## config.mk

```make
export PLATFORM = sky130hd
export DESIGN_NAME = alu_input_loader
export DESIGN_NICKNAME = d
export VERILOG_FILES = /design/src/rtl/alu_input_loader.sv
export SDC_FILE = /design/constraint.sdc
export NUM_CORES = 1
export LEC_CHECK = 0
export BUFFER_PORTS_ARGS = -buffer_cell sky130_fd_sc_hd__buf_2
export CORE_MARGIN = 8
export CORE_UTILIZATION = 60
export CTS_CLUSTER_DIAMETER = 150
export DETAILED_ROUTE_END_ITERATION = 7
export HOLD_SLACK_MARGIN = 0.06
export PLACE_DENSITY = 0.89
export SLEW_MARGIN = 20
export SYNTH_ARGS = -nofsm -noshare
export SYNTH_HDL_FRONTEND = slang
export SYNTH_SLANG_ARGS = --single-unit
```

## constraint.sdc

```tcl
create_clock -name clk -period 5.6 [get_ports clk]
set_clock_uncertainty 0.05 [all_clocks]
set_input_delay 1.12 -clock clk [delete_from_list [all_inputs] [get_ports clk]]
set_output_delay 1.12 -clock clk [all_outputs]
set_load 0.1 [all_outputs]
```

## src/rtl/alu_input_loader.sv

```systemverilog
// Board front end for the ALU: conditions three push buttons and sequences
// loading of operand A, operand B and the opcode from the slide switches.
module alu_input_loader #(
    parameter int SIZE            = 8,
    parameter int DEBOUNCE_CYCLES = 1000000
) (
    input  logic            clk,
    input  logic            reset,
    input  logic [SIZE-1:0] i_sw,
    input  logic            i_btnA,
    input  logic            i_btnB,
    input  logic            i_btnOP,
    input  logic [SIZE:0]   i_res_alu,
    input  logic            i_carry,
    output logic [SIZE-1:0] o_a,
    output logic [SIZE-1:0] o_b,
    output logic [5:0]      o_opCode,
    output logic [SIZE:0]   o_led,
    output logic            o_carry_led,
    output logic            o_valid,
    output logic [1:0]      o_state
);

    localparam int CW = $clog2(DEBOUNCE_CYCLES + 1);
    localparam logic [CW-1:0] CNT_LAST = CW'(DEBOUNCE_CYCLES - 1);

    typedef enum logic [1:0] {
        S_A    = 2'b00,
        S_B    = 2'b01,
        S_OP   = 2'b10,
        S_SHOW = 2'b11
    } state_t;

    state_t        state;
    logic [2:0]    raw;
    logic [2:0]    sync1;
    logic [2:0]    sync2;
    logic [2:0]    stable;
    logic [2:0]    stable_d;
    logic [2:0]    press;
    logic [CW-1:0] cnt [3];

    // Bit 0 = A, bit 1 = B, bit 2 = OP throughout the conditioning path.
    assign raw = {i_btnOP, i_btnB, i_btnA};

    always_ff @(posedge clk) begin
        if (reset) begin
            sync1    <= '0;
            sync2    <= '0;
            stable   <= '0;
            stable_d <= '0;
            press    <= '0;
            for (int unsigned i = 0; i < 3; i++) begin
                cnt[i] <= '0;
            end
        end else begin
            sync1    <= raw;
            sync2    <= sync1;
            stable_d <= stable;
            press    <= stable & ~stable_d;
            for (int unsigned i = 0; i < 3; i++) begin
                if (sync2[i] == stable[i]) begin
                    cnt[i] <= '0;
                end else if (cnt[i] == CNT_LAST) begin
                    stable[i] <= sync2[i];
                    cnt[i]    <= '0;
                end else begin
                    cnt[i] <= cnt[i] + 1'b1;
                end
            end
        end
    end

    always_ff @(posedge clk) begin
        if (reset) begin
            state       <= S_A;
            o_a         <= '0;
            o_b         <= '0;
            o_opCode    <= '0;
            o_led       <= '0;
            o_carry_led <= 1'b0;
            o_valid     <= 1'b0;
        end else begin
            case (state)
                S_A: begin
                    if (press[0]) begin
                        o_a   <= i_sw;
                        state <= S_B;
                    end
                end
                S_B: begin
                    if (press[1]) begin
                        o_b   <= i_sw;
                        state <= S_OP;
                    end
                end
                S_OP: begin
                    if (press[2]) begin
                        o_opCode <= i_sw[5:0];
                        o_valid  <= 1'b1;
                        state    <= S_SHOW;
                    end
                end
                S_SHOW: begin
                    // The ALU is combinational, so its result settles one cycle after the opcode lands.
                    o_led       <= i_res_alu;
                    o_carry_led <= i_carry;
                    if (press[0]) begin
                        o_a     <= i_sw;
                        o_valid <= 1'b0;
                        state   <= S_B;
                    end
                end
                default: state <= S_A;
            endcase
        end
    end

    assign o_state = state;

endmodule
```

# Yosys cells after proc, flatten, opt, wreduce, memory -nomap -nowiden
# Memory sizes are Yosys's and may differ from the RTL's.
# Cells that the tools add are included.
# Widths: inputs -> output; s select.
[word_totals]
out_inout_bits = 35
mem_count = 1
reg_bits = 50
word_cells = 107
input_bits = 23
ramBits = 60
[op_classes]
bitwise = 14
n_reduce_logical = 11
mux = 51
n_addsub = 3
eq_ne = 13
[mem_list]
columns = ["memory", "depth", "width", "rd", "rd_ports_with_merged_regs", "write_ports", "line_no", "text"]
rows = [
  ["cnt", 3, 20, 3, 0, 3, "41", "logic [CW-1:0] cnt [3];"],
]
[op_table]
columns = ["op", "count"]
rows = [
  ["$mux 20", 9],
  ["$add 20x1->20 const B", 3],
  ["$eq 20x20->1 const B", 3],
  ["$mux 1", 37],
  ["$reduce_and 2->1", 6],
  ["$or 1x1->1", 9],
  ["$mux 2", 3],
  ["$ne 2x2->1 const B", 3],
  ["$pmux 2 s3", 1],
  ["$reduce_and 3->1", 2],
  ["$eq 2x2->1 const B", 2],
  ["$and 3x3->3", 1],
  ["$eq 1x1->1", 3],
  ["$not 1->1", 3],
  ["$not 3->3", 1],
  ["$eq 2x1->1 const B", 1],
  ["$logic_not 2->1", 1],
  ["$ne 2x1->1 const B", 1],
  ["$pmux 1 s2", 1],
  ["$reduce_bool 2->1", 1],
  ["$reduce_or 2->1", 1],
]

# Depth between registers and ports, before layout
# Gate-level depths: netlist of the first run.
[logic_depth]
word_depth = 7
mapped_depth = 7
ltp_nobuf = 6

# Worst setup path after synthesis of the first run
# Ideal clock, no wire load.
[synth_timing]
path_type = "input to register"
startpoint = "input port reset"
endpoint = "memory cnt[1][10] (netlist name) (data pin)"
required_time_ps = 5284
setup_ps = 266
arrival_time_ps = 2044
slack_ps = 3240
stages = 5
path_buffers = 2
path_cell_list = "clkbuf_1 > nor2_1 > o21ai_1 > clkbuf_1 > nor2_1"
[synth_rtl]
columns = ["element", "line_no", "text"]
rows = [
  ["from (decl)", "8", "input logic reset,"],
  ["to (decl)", "41", ""],
]

==> results of run 1 <==
-- cells by family (layout without fill, tap and decap cells) --
family	count (synthesis)	in the layout	share of synthesized area, %
AO/OA/AOI/OAI	78	78	8.714
XOR/XNOR	36	36	6.151
adder cells (fa/ha/maj)	6	6	1.464
buffers and inverters	45	96	3.637
flip-flops	110	110	54.67
multiplexers	10	10	1.953
other	1	60	0.07315
AND/OR/NAND/NOR	229	229	23.33
-- worst reg2reg max path, stage by stage, from the launching register on --
cell      delay (ns)
edfxtp_1        0.46
or4_1           0.52
or4_4           0.57
o21ai_4         0.44
nor2_1          0.14
-- sequential cells by signal, summed over array words and instances (netlist names), 2 cells and up --
signal and cells:
stable 3, o_state 2, press 3, stable_d 3, o_a 8, o_led 9
cnt 60, o_b 8, o_opCode 6, sync2 3, sync1 3
-- per-stage QoR --
step / power, mW / cells
global route: 1.663 / 730
floorplan: 1.119 / 574
detailed placement: 1.168 / 714
global placement: 1.156 / 714
finish: 1.600 / 730
CTS: 1.608 / 730
-- power groups by stage --
stage | sequential, mW | combinational, mW | clock (mW)
6_report | 0.913 | 0.241 | 0.446
5_1_grt | 0.919 | 0.260 | 0.484
4_1_cts | 0.913 | 0.238 | 0.456
3_5_place_dp | 0.931 | 0.236 | 0
3_3_place_gp | 0.928 | 0.228 | 0
2_1_floorplan | 1.01 | 0.113 | 0
-- routing by layer --
metal | track usage, % | share of wire (%) | up-vias
met4 | 6.354 | 1.8 | 0
met1 | 20.58 | 42 | 1844
li1 | - | - | 1984
met3 | 4.105 | 6.0 | 18
met5 | 0 | 0 | -
met2 | 30.21 | 51 | 126
-- cells in the mapped netlist, types with 2 or more instances --
library cell / number / share of area [%]
nand2_1: 41 / 3.0
a21oi_1: 47 / 4.6
dfxtp_1: 50 / 20
clkbuf_1: 16 / 1.2
nand3_1: 39 / 3.8
buf_2: 2 / 0.20
a31oi_1: 3 / 0.37
xnor2_1: 27 / 4.6
nor2b_1: 12 / 1.5
edfxtp_1: 60 / 35
nor4_1: 5 / 0.61
and3_1: 3 / 0.37
inv_1: 23 / 1.7
nor4b_1: 2 / 0.34
nand3_2: 2 / 0.39
buf_1: 2 / 0.15
nand2b_1: 4 / 0.49
mux2i_1: 10 / 2.0
o31ai_1: 9 / 1.3
or3_1: 14 / 1.7
o21ai_0: 14 / 1.4
ha_1: 6 / 1.5
nor3_1: 11 / 1.1
or2_2: 3 / 0.37
nand4_1: 8 / 0.98
buf_6: 2 / 0.44
o21ai_4: 2 / 0.63
nor2_1: 56 / 4.1
or4b_1: 2 / 0.39
xor2_1: 9 / 1.5
or4_1: 15 / 2.2
or4_4: 2 / 0.44
-- cell usage in the layout (no fill, tap or decap), types with 2 or more instances in the layout --
master	count
nor4_1	5
nand2b_1	4
xnor2_1	27
clkinv_4	2
o21ai_4	2
inv_1	23
mux2i_1	10
or3_1	14
nor2b_1	12
or4b_1	2
or4_4	2
a21oi_1	47
or2_2	3
nand3_2	2
conb_1	60
and3_1	3
ha_1	6
o21ai_0	14
nor2_1	56
nand3_1	39
nor4b_1	2
nor3_1	11
nand4_1	8
a31oi_1	3
edfxtp_1	60
nand2_1	41
clkbuf_8	10
or4_1	15
xor2_1	9
dfxtp_1	50
buf_2	57
o31ai_1	9
-- path summary, 6_finish.rpt --
check	from	endpoint	cells past startpoint
setup / recovery	cnt[0][13]	cnt[0][8]	4
hold reg to reg	stable_d[2]	press[2]	1
setup reg to reg	cnt[0][13]	cnt[0][8]	4
hold / removal	stable_d[2]	press[2]	1
-- layout make-up --
class                           count  area (um2)  area share [%]
Sequential cell                   110        2803           47.91
Multi-Input combinational cell    419        2362           40.39
Timing Repair Buffer               57       285.3           4.877
Clock buffer                       10       137.6           2.353
Tap cell                          105       131.4           2.246
Inverter                           23       86.33           1.476
Clock inverter                      6       43.79          0.7487
==> flow_summary.json, run 1 <==
{
  "status": "complete, no violations",
  "end_kind": "flip-flop",
  "maxSlewViolCount": 0,
  "p_switching_mw": 0.4815,
  "cts.path.max_buffers": 2,
  "cp-start-kind": "flip-flop",
  "worst_pin_slew_ns": 0.8733,
  "synthArstFlopShare_pct": 0,
  "cts.sinks": 110,
  "hold_path.class": "flip-flop to flip-flop",
  "ctsResizeCount": 0,
  "fp-row-count": 33,
  "cp_cell_sequence": "or4_1 -> or4_4 -> o21ai_4 -> nor2_1",
  "finalSetupViolCount": 0,
  "fin_hold_ws_ns": 0.3385,
  "hold_violations": 0,
  "period_minus_slack_ns": 2.443,
  "place_congestion": 0.8803,
  "cp.arrival_ns": 2.49,
  "rrSetupSlack_ns": 3.16,
  "swShare_pct": 30.10,
  "clkPwrFrac_pct": 27.9,
  "antenna_found_initial": 0,
  "dpl-instance-area_um2": 5668,
  "syn_area_um2": 5126,
  "finalInstanceArea_um2": 5849,
  "dr.pass1.iters": 5,
  "cts_buffers": 9,
  "core-area_um2": 8258,
  "avgRoutedWirePerCell_um": 13.83,
  "initial_core_util_pct": 62.08,
  "synth.distinct_cells": 46,
  "ant_nets": 0,
  "crit_slowest_cell": "or4_4",
  "rsz0062_at_grt": "false",
  "critPathMaxFanout": 19,
  "drt-total-wl_um": 10100,
  "p_comb_share_pct": 15.0,
  "grt.total_usage_pct": 17.42,
  "pin_count": 58,
  "fin_util_pct": 70.83,
  "pwr-share-seq_pct": 57.1,
  "internal-power_mw": 1.118,
  "drc": 0,
  "grt_pass1_wl_um": 16790,
  "worst-path-buf-inv": 0,
  "viasPerCell": 5.441,
  "die_h_um": 108.4,
  "synth_seq_cells": 110,
  "slew_headroom_pct": 41.78,
  "maxCapViolCount": 0,
  "min_period_over_period_pct": 43.62,
  "yosysWarnings": 0,
  "die-area_um2": 11760,
  "syn_area_per_cell_um2": 9.954,
  "power.leakage_nw": 2.131,
  "clk_latency_ns": 0.37,
  "finalSetupTns_ns": 0,
  "peakVddDrop_uv": 199.6,
  "clk_pin_slew_ns": 0.11,
  "timing.fmax_ghz": 0.4094,
  "drt_iter0_drc": 267,
  "grt_max_degree": 54,
  "htree_num_levels": 3,
  "dpl_worst_slack_ns": 2.809,
  "grt_pass1_vias": 3814,
  "portBuffers": 57,
  "power_density_nw_per_um2": 273.5,
  "drive_above_1_share_pct": 13.76,
  "yosysSeqAreaShare_pct": 54.67,
  "cts_hold_buf": 0,
  "die_x_um": 108.4,
  "root_buffer": "clkbuf_8",
  "required_ns": 5.65,
  "via_count": 3972,
  "synth_edf_count": 60,
  "gr-total-overflow": 0,
  "fillers": 591,
  "post_cts_buffers": 0,
  "path_class": "flip-flop to flip-flop",
  "ys.flop_type": "edfxtp_1",
  "crit_family": "simple AND/OR/NAND/NOR gates",
  "diodes": 0,
  "slowest_delay_ns": 0.57,
  "nets": 649,
  "place_hpwl_um": 7469,
  "synthCells": 515,
  "syn2layout_area_growth_pct": 14.11,
  "setup_ws_ns": 3.157,
  "tritoncts": "yes"
}
Note: power is estimated with default switching activity, not from simulation.
==> run 2: changes to the inputs <==
--- a/config.mk
+++ b/config.mk
@@ -5,13 +5,14 @@
 export SDC_FILE = /design/constraint.sdc
 export NUM_CORES = 1
 export LEC_CHECK = 0
+export ABC_AREA = 1
 export BUFFER_PORTS_ARGS = -buffer_cell sky130_fd_sc_hd__buf_2
 export CORE_MARGIN = 8
-export CORE_UTILIZATION = 60
+export CORE_UTILIZATION = 53
 export CTS_CLUSTER_DIAMETER = 150
 export DETAILED_ROUTE_END_ITERATION = 7
 export HOLD_SLACK_MARGIN = 0.06
-export PLACE_DENSITY = 0.89
+export PLACE_DENSITY = 0.83
 export SLEW_MARGIN = 20
 export SYNTH_ARGS = -nofsm -noshare
 export SYNTH_HDL_FRONTEND = slang
==> constraint.sdc (replaced) <==
create_clock -name clk -period 2.01 [get_ports clk]
set_clock_uncertainty 0.05 [all_clocks]
set_input_delay 0.402 -clock clk [delete_from_list [all_inputs] [get_ports clk]]
set_output_delay 0.402 -clock clk [all_outputs]
set_load 0.1 [all_outputs]
==> flow_summary.json, run 2 <==
{
  "antenna_found_initial": 0,
  "synth.distinct_cells": 31,
  "synth_common_cells": "nor2_1 (191), nand2_1 (138), edfxtp_1 (60)",
  "crit_family": "simple AND/OR/NAND/NOR gates",
  "die-area_um2": 13660,
  "place_congestion": 0.8505,
  "via_count": 4451,
  "peakVddDrop_uv": 485.8,
  "pwr-share-seq_pct": 60.0,
  "tritoncts": "yes",
  "internal-power_mw": 3.043,
  "endpoint": "cnt[0][12]",
  "synth_seq_cells": 110,
  "synth_area_leaders": "edfxtp_1 (33%), dfxtp_1 (19%), nor2_1 (13%), nand2_1 (9.6%), inv_1 (4.1%)",
  "grt_pass1_vias": 4200,
  "grt_pass1_wl_um": 18420,
  "drive_above_1_share_pct": 11.83,
  "dpl_worst_slack_ns": 0.2132,
  "drt-total-wl_um": 10820,
  "grt.total_usage_pct": 16.86,
  "die_h_um": 116.9,
  "largest_registers": "cnt: 60 flops, o_led: 9 flops",
  "min_period_over_period_pct": 90.32,
  "cp_cell_sequence": "ha_1 -> nand3_2 -> nor3_1 -> nand3_1 -> nand2_1 -> buf_12 -> nor2_1",
  "rsz0062_at_grt": "false",
  "finalSetupViolCount": 0,
  "syn2layout_area_growth_pct": 15.78,
  "worst_pin_slew_ns": 0.5110,
  "crit_slowest_cell": "edfxtp_1",
  "syn_area_per_cell_um2": 7.929,
  "finalSetupTns_ns": 0,
  "ant_nets": 0,
  "p_switching_mw": 1.146,
  "yosysSeqAreaShare_pct": 51.98,
  "die_x_um": 116.9,
  "p_comb_share_pct": 8.8,
  "drc": 0,
  "hold_violations": 0,
  "gr-total-overflow": 0,
  "critPathMaxFanout": 20,
  "end_kind": "flip-flop",
  "cts_buffers": 9,
  "final_common_cell": "nor2_1",
  "place_hpwl_um": 8134,
  "initial_core_util_pct": 53.42,
  "cp-startpoint": "cnt[0][0]",
  "synth_top_area_cell": "edfxtp_1",
  "yosysMostFrequentCell": "nor2_1",
  "setup_ws_ns": 0.1945,
  "critical_path_depth": 7,
  "portBuffers": 57,
  "avgRoutedWirePerCell_um": 11.53,
  "synthArstFlopShare_pct": 0,
  "largest-register": "cnt",
  "cp.arrival_ns": 1.90,
  "root_buffer": "clkbuf_8",
  "cp-start-kind": "flip-flop",
  "rrSetupSlack_ns": 0.19,
  "pin_count": 58,
  "maxCapViolCount": 0,
  "post_cts_buffers": 0,
  "swShare_pct": 27.36,
  "maxSlewViolCount": 0,
  "ctsResizeCount": 0,
  "cts.path.max_buffers": 2,
  "synthCells": 680,
  "core-area_um2": 10090,
  "worst-path-buf-inv": 1,
  "power_mw": 4.190,
  "viasPerCell": 4.740,
  "synth_top_cell_area_share_pct": 33.42,
  "r2r_start": "cnt[0][0]",
  "period_minus_slack_ns": 1.816,
  "ys.flop_type": "edfxtp_1",
  "dr.pass1.iters": 5,
  "power.leakage_nw": 2.587,
  "largest_reg_flops": 60,
  "worstReg2RegEnd": "cnt[0][12]",
  "cts_hold_buf": 0,
  "path_class": "flip-flop to flip-flop",
  "slowest_delay_ns": 0.45,
  "clk_pin_slew_ns": 0.11,
  "syn_area_um2": 5391,
  "cts.sinks": 110,
  "yosysWarnings": 0,
  "power_density_nw_per_um2": 671.2,
  "timing.fmax_ghz": 0.5508,
  "hold_path.class": "primary input to flip-flop",
  "diodes": 0,
  "drt_iter0_drc": 287,
  "required_ns": 2.09,
  "clk_latency_ns": 0.38,
  "grt_max_degree": 36,
  "r2r.worst_path.cells": 7,
  "htree_num_levels": 3,
  "synth_edf_count": 60,
  "slew_headroom_pct": 66.17,
  "final_cell_mix": "nor2_1 (191), nand2_1 (138), edfxtp_1 (60), conb_1 (60), inv_1 (59)",
  "fp-row-count": 37,
  "status": "complete, no violations",
  "clkPwrFrac_pct": 31.2,
  "nets": 827
}
==> run 2: cell types whose count changed after synthesis, sizes merged, moves of 12 or more <==
cell	previous run	this run
o21ai	17	40
nor2b	12	0
a21oi	47	31
xnor2	27	13
or3	15	0
inv	23	60
or4	17	0
nor2	56	193
nand2	41	139
==> run 2: cell families (layout without fill, tap and decap cells) <==
logic type / count (synthesis) / count (layout) / share of synthesized area, %
DFF: 110 / 110 / 51.98
adders and majority gates: 6 / 6 / 1.392
and+or+nand+nor: 391 / 391 / 29.96
xor gates and xnor gates: 25 / 25 / 4.061
buffers and inverters: 73 / 137 / 5.523
AOI/OAI and AO/OA: 74 / 74 / 7.009
other: 1 / 60 / 0.06955
==> run 2: final cells by class <==
class | count | area [um2]
Tap cell | 136 | 170.2
Sequential cell | 110 | 2805
Multi-Input combinational cell | 556 | 2512
Clock inverter | 6 | 60.06
Fill cell | 942 | 3850
Clock buffer | 10 | 128.9
Timing Repair Buffer | 61 | 340.3
Inverter | 60 | 225.2
==> run 2: worst min-delay path, cell delays in order <==
cell	delay, ns
buf_2	0.07
inv_1	0.03
nor2_1	0.06
==> run 2: how the worst min path moves through the flow <==
| stage | startpoint | end | slack, ns | depth (start not counted) |
|---|---|---|---|---|
| 3_5_place_dp | stable_d[1] | press[1] | 0.33 | 1 |
| 3_3_place_gp | stable_d[1] | press[1] | 0.33 | 1 |
| 6_report | i_btnA | sync1[0] | 0.18 | 3 |
| 2_1_floorplan | stable_d[2] | press[2] | 0.32 | 1 |
| 4_1_cts | i_btnA | sync1[0] | 0.17 | 3 |
| 5_1_grt | i_res_alu[5] | o_led[5] | 0.16 | 3 |
==> run 2: through the flow <==
step	instances	util (%)	hold slack [ns]	area [um2]
final	939	61.85	0.1780	6242
after global routing	939	61.85	0.1629	6242
after CTS	939	61.85	0.1680	6242
after detailed placement	923	59.98	0.3346	6053
after global placement	923	59.98	0.3290	6053
after floorplan	739	-	0.3232	5615
==> run 2: routing by layer <==
layer  global-route usage (%)  vias to the layer above  wire length, um
li1                         -                     2348                -
met3                    4.669                       16              526
met4                    6.399                        0              194
met2                    27.54                       78             5110
met5                        0                        -                0
met1                    20.83                     2009             4993
==> run 2: power by group through the flow <==
stage | Clock (mW) | Sequential [mW] | Combinational (mW)
after global routing | 1.43 | 2.53 | 0.411
after detailed placement | 0 | 2.56 | 0.362
after global placement | 0 | 2.56 | 0.358
after floorplan | 0 | 2.63 | 0.198
final | 1.31 | 2.51 | 0.369
after CTS | 1.34 | 2.51 | 0.364
